--- src/rtl/grostl_round_ctrl.sv ---
`default_nettype none
// ============================================================================
// Module   : grostl_round_ctrl
// Brief    : Round sequencer for a shared Grostl-256 P/Q single-round datapath.
//            Optional stall input enabled by defining GROSTL_CTRL_STALL_EN.
// Revision : 1.0 - initial release
// ============================================================================
module grostl_round_ctrl #(
    parameter int ROUNDS = 10,
    parameter int RW     = 4
) (
    input  logic          clk,
    input  logic          reset,
    input  logic          start,
    input  logic          mode,
`ifdef GROSTL_CTRL_STALL_EN
    input  logic          stall,
`endif
    output logic          ready,
    output logic          ld,
    output logic [RW-1:0] rnd,
    output logic          pq,
    output logic          en_p,
    output logic          en_q,
    output logic          fin,
    output logic          done,
    output logic          trig
);

    typedef enum logic [1:0] {
        c_idle  = 2'd0,
        c_load  = 2'd1,
        c_run   = 2'd2,
        c_final = 2'd3
    } state_t;

    localparam logic [RW-1:0] c_last = RW'(ROUNDS - 1);

    state_t        r_state;
    logic          r_mode;
    logic [RW-1:0] r_rnd;
    logic          r_pq;
    logic          r_ready;
    logic          r_ld;
    logic          r_en_p;
    logic          r_en_q;
    logic          r_fin;
    logic          r_trig;

    logic          w_stall;
    logic          w_exit;

`ifdef GROSTL_CTRL_STALL_EN
    assign w_stall = stall & (r_state == c_run);
`else
    assign w_stall = 1'b0;
`endif

    // Mode 0 leaves RUN after the Q half of the last round, mode 1 after its only P round.
    assign w_exit = (r_rnd == c_last) && (r_mode || r_pq);

    always_ff @(posedge clk) begin
        if (reset) begin
            r_state <= c_idle;
            r_mode  <= 1'b0;
            r_rnd   <= '0;
            r_pq    <= 1'b0;
            r_ready <= 1'b1;
            r_ld    <= 1'b0;
            r_en_p  <= 1'b0;
            r_en_q  <= 1'b0;
            r_fin   <= 1'b0;
            r_trig  <= 1'b0;
        end else begin
            case (r_state)
                c_idle: begin
                    if (start) begin
                        r_state <= c_load;
                        r_mode  <= mode;
                        r_ready <= 1'b0;
                        r_ld    <= 1'b1;
                    end
                end
                c_load: begin
                    r_state <= c_run;
                    r_ld    <= 1'b0;
                    r_rnd   <= '0;
                    r_pq    <= 1'b0;
                    r_en_p  <= 1'b1;
                    r_en_q  <= 1'b0;
                    r_trig  <= 1'b1;
                end
                c_run: begin
                    if (!w_stall) begin
                        r_trig <= 1'b0;
                        if (w_exit) begin
                            r_state <= c_final;
                            r_en_p  <= 1'b0;
                            r_en_q  <= 1'b0;
                            r_fin   <= 1'b1;
                        end else if (!r_mode && !r_pq) begin
                            r_pq   <= 1'b1;
                            r_en_p <= 1'b0;
                            r_en_q <= 1'b1;
                        end else begin
                            r_rnd  <= r_rnd + 1'b1;
                            r_pq   <= 1'b0;
                            r_en_p <= 1'b1;
                            r_en_q <= 1'b0;
                        end
                    end
                end
                c_final: begin
                    r_state <= c_idle;
                    r_fin   <= 1'b0;
                    r_ready <= 1'b1;
                    r_rnd   <= '0;
                    r_pq    <= 1'b0;
                end
                default: begin
                    r_state <= c_idle;
                end
            endcase
        end
    end

    // A stalled RUN cycle must not clock either state register or fire the scope trigger.
    assign ready = r_ready;
    assign ld    = r_ld;
    assign rnd   = r_rnd;
    assign pq    = r_pq;
    assign en_p  = r_en_p & ~w_stall;
    assign en_q  = r_en_q & ~w_stall;
    assign fin   = r_fin;
    assign done  = r_fin;
    assign trig  = r_trig & ~w_stall;

endmodule
`default_nettype wire
--- config.mk ---
export PLATFORM = sky130hd
export DESIGN_NAME = grostl_round_ctrl
export DESIGN_NICKNAME = d
export VERILOG_FILES = /design/src/rtl/grostl_round_ctrl.sv
export SDC_FILE = /design/constraint.sdc
export NUM_CORES = 1
export LEC_CHECK = 0
export CORE_UTILIZATION = 48
export CTS_CLUSTER_SIZE = 10
export DETAILED_ROUTE_END_ITERATION = 7
export HOLD_SLACK_MARGIN = 0.06
export PLACE_DENSITY = 0.76
export SYNTH_ARGS = -nofsm -noshare
export SYNTH_HDL_FRONTEND = slang
export SYNTH_SLANG_ARGS = --single-unit
--- constraint.sdc ---
create_clock -name clk -period 2 [get_ports clk]
set_input_delay 0.4 -clock clk [delete_from_list [all_inputs] [get_ports clk]]
set_output_delay 0.4 -clock clk [all_outputs]
set_load 0.01 [all_outputs]
**Yosys cells after proc, flatten, opt, wreduce, memory -nomap -nowiden**

Index checks and enable logic that the tools add are counted.

- Flip-flop bits (word level): 14
- Bits of input ports: 4
- Output and inout port bits: 12

- Add/subtract/negate cells: 1
- Eq/ne operators: 8
- Multiplexer cells: 21
- Reduce and logical (&&, ||, !) cells: 19

Operator list:

| operator | number |
|---|---|
| $pmux 1 s2 | 7 |
| $reduce_and 2->1 | 6 |
| $reduce_bool 2->1 | 5 |
| $mux 1 | 8 |
| $mux 4 | 2 |
| $ne 2x2->1 const B | 4 |
| $pmux 2 s4 | 1 |
| $pmux 4 s2 | 1 |
| $add 4x1->4 const B | 1 |
| $eq 2x2->1 const B | 2 |
| $eq 4x4->1 const B | 1 |
| $mux 2 | 2 |
| $reduce_and 3->1 | 1 |
| $eq 2x1->1 const B | 1 |
| $logic_and 1x1->1 | 2 |
| $logic_not 1->1 | 2 |
| $logic_not 2->1 | 1 |
| $reduce_or 2->1 | 1 |
| $logic_or 1x1->1 | 1 |

**Logic depth before layout (Yosys ltp)**

- Depth in word-level cells: 5
- Mapped depth: 7

**Worst setup path before layout**

Ideal clock, no wire load.

- Path type: reg-to-reg
- From: register r_state[0]
- To: register r_rnd[2], in the netlist rnd[2]
- Setup time: 0.071 ns
- Arrival: 1.451 ns
- Path slack: 0.478 ns
- Cell stages (with the launch flop): 8
- Path buffers: 1
- Period minus slack after synthesis: 1.522 ns
- Path through: dfxtp_1 inv_1 ha_1 buf_2 nor3_4 o211ai_2 or3b_1 a21oi_1

- Word-level cells in the longest chain between the ends: 4

Ends and longest elaborated chain:

| what | RTL line | RTL |
|---|---|---|
| start, declared | 39 | `state_t r_state;` |
| start signal, assigned | 64 | `r_state <= c_idle;` |
| start signal, assigned | 78 | `r_state <= c_load;` |
| start signal, assigned | 85 | `r_state <= c_run;` |
| $eq 2x2->1 or $eq 2x1->1 (tied branches) | 75 | `case (r_state)` |
| $reduce_or 2->1 (no source line) | - |  |
| $reduce_bool 2->1 (no source line) | - |  |
| $reduce_and 3->1 (no source line) | - |  |
| end signal, assigned | 106 | `r_rnd <= r_rnd + 1'b1;` |
| end, declared | 41 | `logic [RW-1:0] r_rnd;` |

Parallel ways exist; a longest one is shown, timed or not.
A chain may end at the register's enable or synchronous reset.

**Worst setup path in the final report**

- From: register r_rnd[0], in the netlist rnd[0]
- To: output rnd[0]

RTL lines:

| what | RTL line | RTL |
|---|---|---|
| end, declared | 21 | `output logic [RW-1:0] rnd,` |

No word-level cell between the ends.

==> flow_metrics.tcl <==
set metrics [dict create \
    min_path_cells 2 \
    ys_warn_count 0 \
    yosysSeqAreaShare_pct 37.5 \
    finalCritPeriodShare_pct 83.8 \
    wl_met1_um 726 \
    cts_tree "built" \
    drc 0 \
    num-fill-cells 119 \
    met3_length_um 46 \
    clock-skew-final_ps 0.477 \
    synth.distinct_cells 33 \
    regToRegEndpoint "rnd[2]$_SDFFE_PP0P_" \
    irDropWorstVdd_uv 782 \
    total_power_mw 1.32 \
    ioPinCount 16 \
    cts.sinks 14 \
    hold_ws_ps 483 \
    dp_hpwl_um 1200 \
    syn-cell-area_um2 747 \
    r2r_start "r_state[1]$_SDFFE_PP0P_" \
    synthTopCellsByArea "dfxtp_1 38%, ha_1 10%, a21oi_1 5.4%" \
    hold_violations 0 \
    slew_violations 0 \
    synth_top_area_share_pct 37.5 \
    path_delay_family "buffers and inverters" \
    fin_setup_tns_ps 0 \
    diodes 0 \
    max_cap_violations 0 \
    dp_slack_ps 391 \
    grt_pass1_vias 649 \
    min_period_ps 1680 \
    crit_buf_inv 1 \
    most-common-layout-cells "15 x clkdlybuf4s50_1, 14 x dfxtp_1, 9 x nor2_1" \
    p_leak_nw 0.367 \
    finalNetCount 115 \
    numCtsBuffers 3 \
    finalSetupViolations 0 \
    fin_ws_ps 324 \
    crit_slowest_cell "clkdlybuf4s50_1" \
    slowest_delay_ps 570 \
    grt_usage_pct 19.5 \
    root_buffer "clkbuf_4" \
    r2r_slack_ps 380 \
    synth_seq_cells 14 \
    hold_end "en_q$_SDFFE_PP0P_" \
    ant_nets 0 \
    gp_congestion 0.779 \
    yosys.area.top_type "dfxtp_1" \
    cp-end-kind "output pin" \
    syn2layout_area_growth_pct 25.8 \
    wl_per_cell_um 12.8 \
    drt_first_pass_iters 4 \
    syn-num-nets 97 \
    antenna_found_initial 0 \
    clk_pin_slew_worst_paths_ps 80 \
    cp_max_fo 6 \
    top_layer "met4" \
    num_rows 13 \
    clk_latency_ps 280 \
    die_h_um 41.5 \
    clock.fmax_mhz 597 \
    post-cts-setup-buffer-count 0 \
    post_cts_resized 0 \
    min-delay-start "en_q$_SDFFE_PP0P_" \
    grt_pass1_wl_um 2620 \
    drive_gt1_share_pct 8.65 \
    crit_arrival_ps 1280 \
    powerDensity_mw_per_mm2 1400 \
    initial_utilization_pct 54.7 \
    start_kind "flip-flop" \
    critical_path_class "reg -> out" \
    route.met2.wl_um 718 \
    syn_area_per_cell_um2 8.59 \
    die_w_um 41.5 \
    status "finished clean" \
    die-area_mm2 0.00172 \
    num_vias 676 \
    final_common_cell "clkdlybuf4s50_1" \
    cts_max_path_buffers 2 \
    totalWireLength_um 1520 \
    grt_max_degree 11 \
    htree_num_levels 1 \
    relSlewSlack_pct 74.9 \
    cts_hold_buffers 0 \
    gr-total-overflow 0 \
    core_area_mm2 0.00137 \
    viasPerCell 5.68 \
    drt_iter0_drc 4 \
    crit_chain "clkdlybuf4s50_1" \
    postSynthCellCount 87 \
    critPathRequiredTime_ps 1600 \
    tightest_slew_ps 377 \
    rsz0062_at_grt "false" \
    port_buffers 15 \
    worst_hold_path_type "reg -> reg" \
    worstRegToRegCells 6 \
]
logic make-up (layout without fill, tap and decap cells):
kind of cell,Yosys count,after routing,synth area share [%]
AO/OA/AOI/OAI,21,21,18.3
adder cells (fa/ha/maj),6,6,10.0
buffers and inverters,10,27,6.70
flip-flops,14,14,37.5
multiplexers,1,1,1.34
AND/OR/NAND/NOR,35,35,26.1
worst max path at each step:
stage,startpoint,to,slack (ps),depth (start not counted)
after floorplan,r_state[0]$_SDFFE_PP0P_,rnd[2]$_SDFFE_PP0P_,480,7
after global placement,reset,rnd[1]$_SDFFE_PP0P_,400,3
after detailed placement,reset,rnd[1]$_SDFFE_PP0P_,390,3
after CTS,rnd[0]$_SDFFE_PP0P_,rnd[0],310,1
after global routing,rnd[0]$_SDFFE_PP0P_,rnd[0],250,1
final,rnd[0]$_SDFFE_PP0P_,rnd[0],320,1
metal layers:
metal,up-vias,global-route usage (%)
li1,344,-
met1,314,24.8
met2,14,30.9
met3,4,3.91
met4,0,10.3
met5,-,0
worst reg2reg max path: stages, from the launching register on:
cell and delay, ps:
dfxtp_1 360, inv_1 80, ha_1 290, nor3_4 200
o211ai_2 110, or3b_1 380, a21oi_1 150
area by class of cell:
cell class | count | area [um2] | share of cell area [%]
multi-input cells | 63 | 417 | 44.3
clock buffers | 4 | 36.3 | 3.86
repair buffers | 17 | 165 | 17.6
flip-flops and latches | 14 | 280 | 29.8
inverters | 6 | 22.5 | 2.40
well taps | 15 | 18.8 | 2.00
synthesized netlist by cell type, drive strengths merged:
master	count
or3	2
a21o	1
nor2	9
o21ai	4
or3b	1
nand2	6
or2	1
o31ai	2
a21oi	8
a41o	1
and3	1
inv	6
o211ai	1
dfxtp	14
a32oi	1
nor3b	1
nand3	4
and3b	1
or4	1
nor3	3
nor4	1
clkbuf	1
nand4b	1
buf	3
mux2i	1
a211oi	3
nand2b	3
ha	6
through the flow:
step           area (um2)  utilization [%]  cells
6_report              940             68.8    119
5_1_grt               940             68.8    119
4_1_cts               940             68.8    119
3_5_place_dp          903             66.1    115
3_3_place_gp          903             66.1    115
2_1_floorplan         747                -     87
report_power, final:
group	total [mW]	switching [mW]	internal, mW
logic	0.680	0.369	0.311
registers	0.431	0.0696	0.361
clock network	0.206	0.0950	0.111
registers in the layout, indices dropped and copies added, names as in the netlist:
signal,cells
r_state,2
ld,1
ready,1
en_p,1
pq,1
trig,1
r_mode,1
en_q,1
rnd,4
done,1
(Power assumes the default switching activity.)
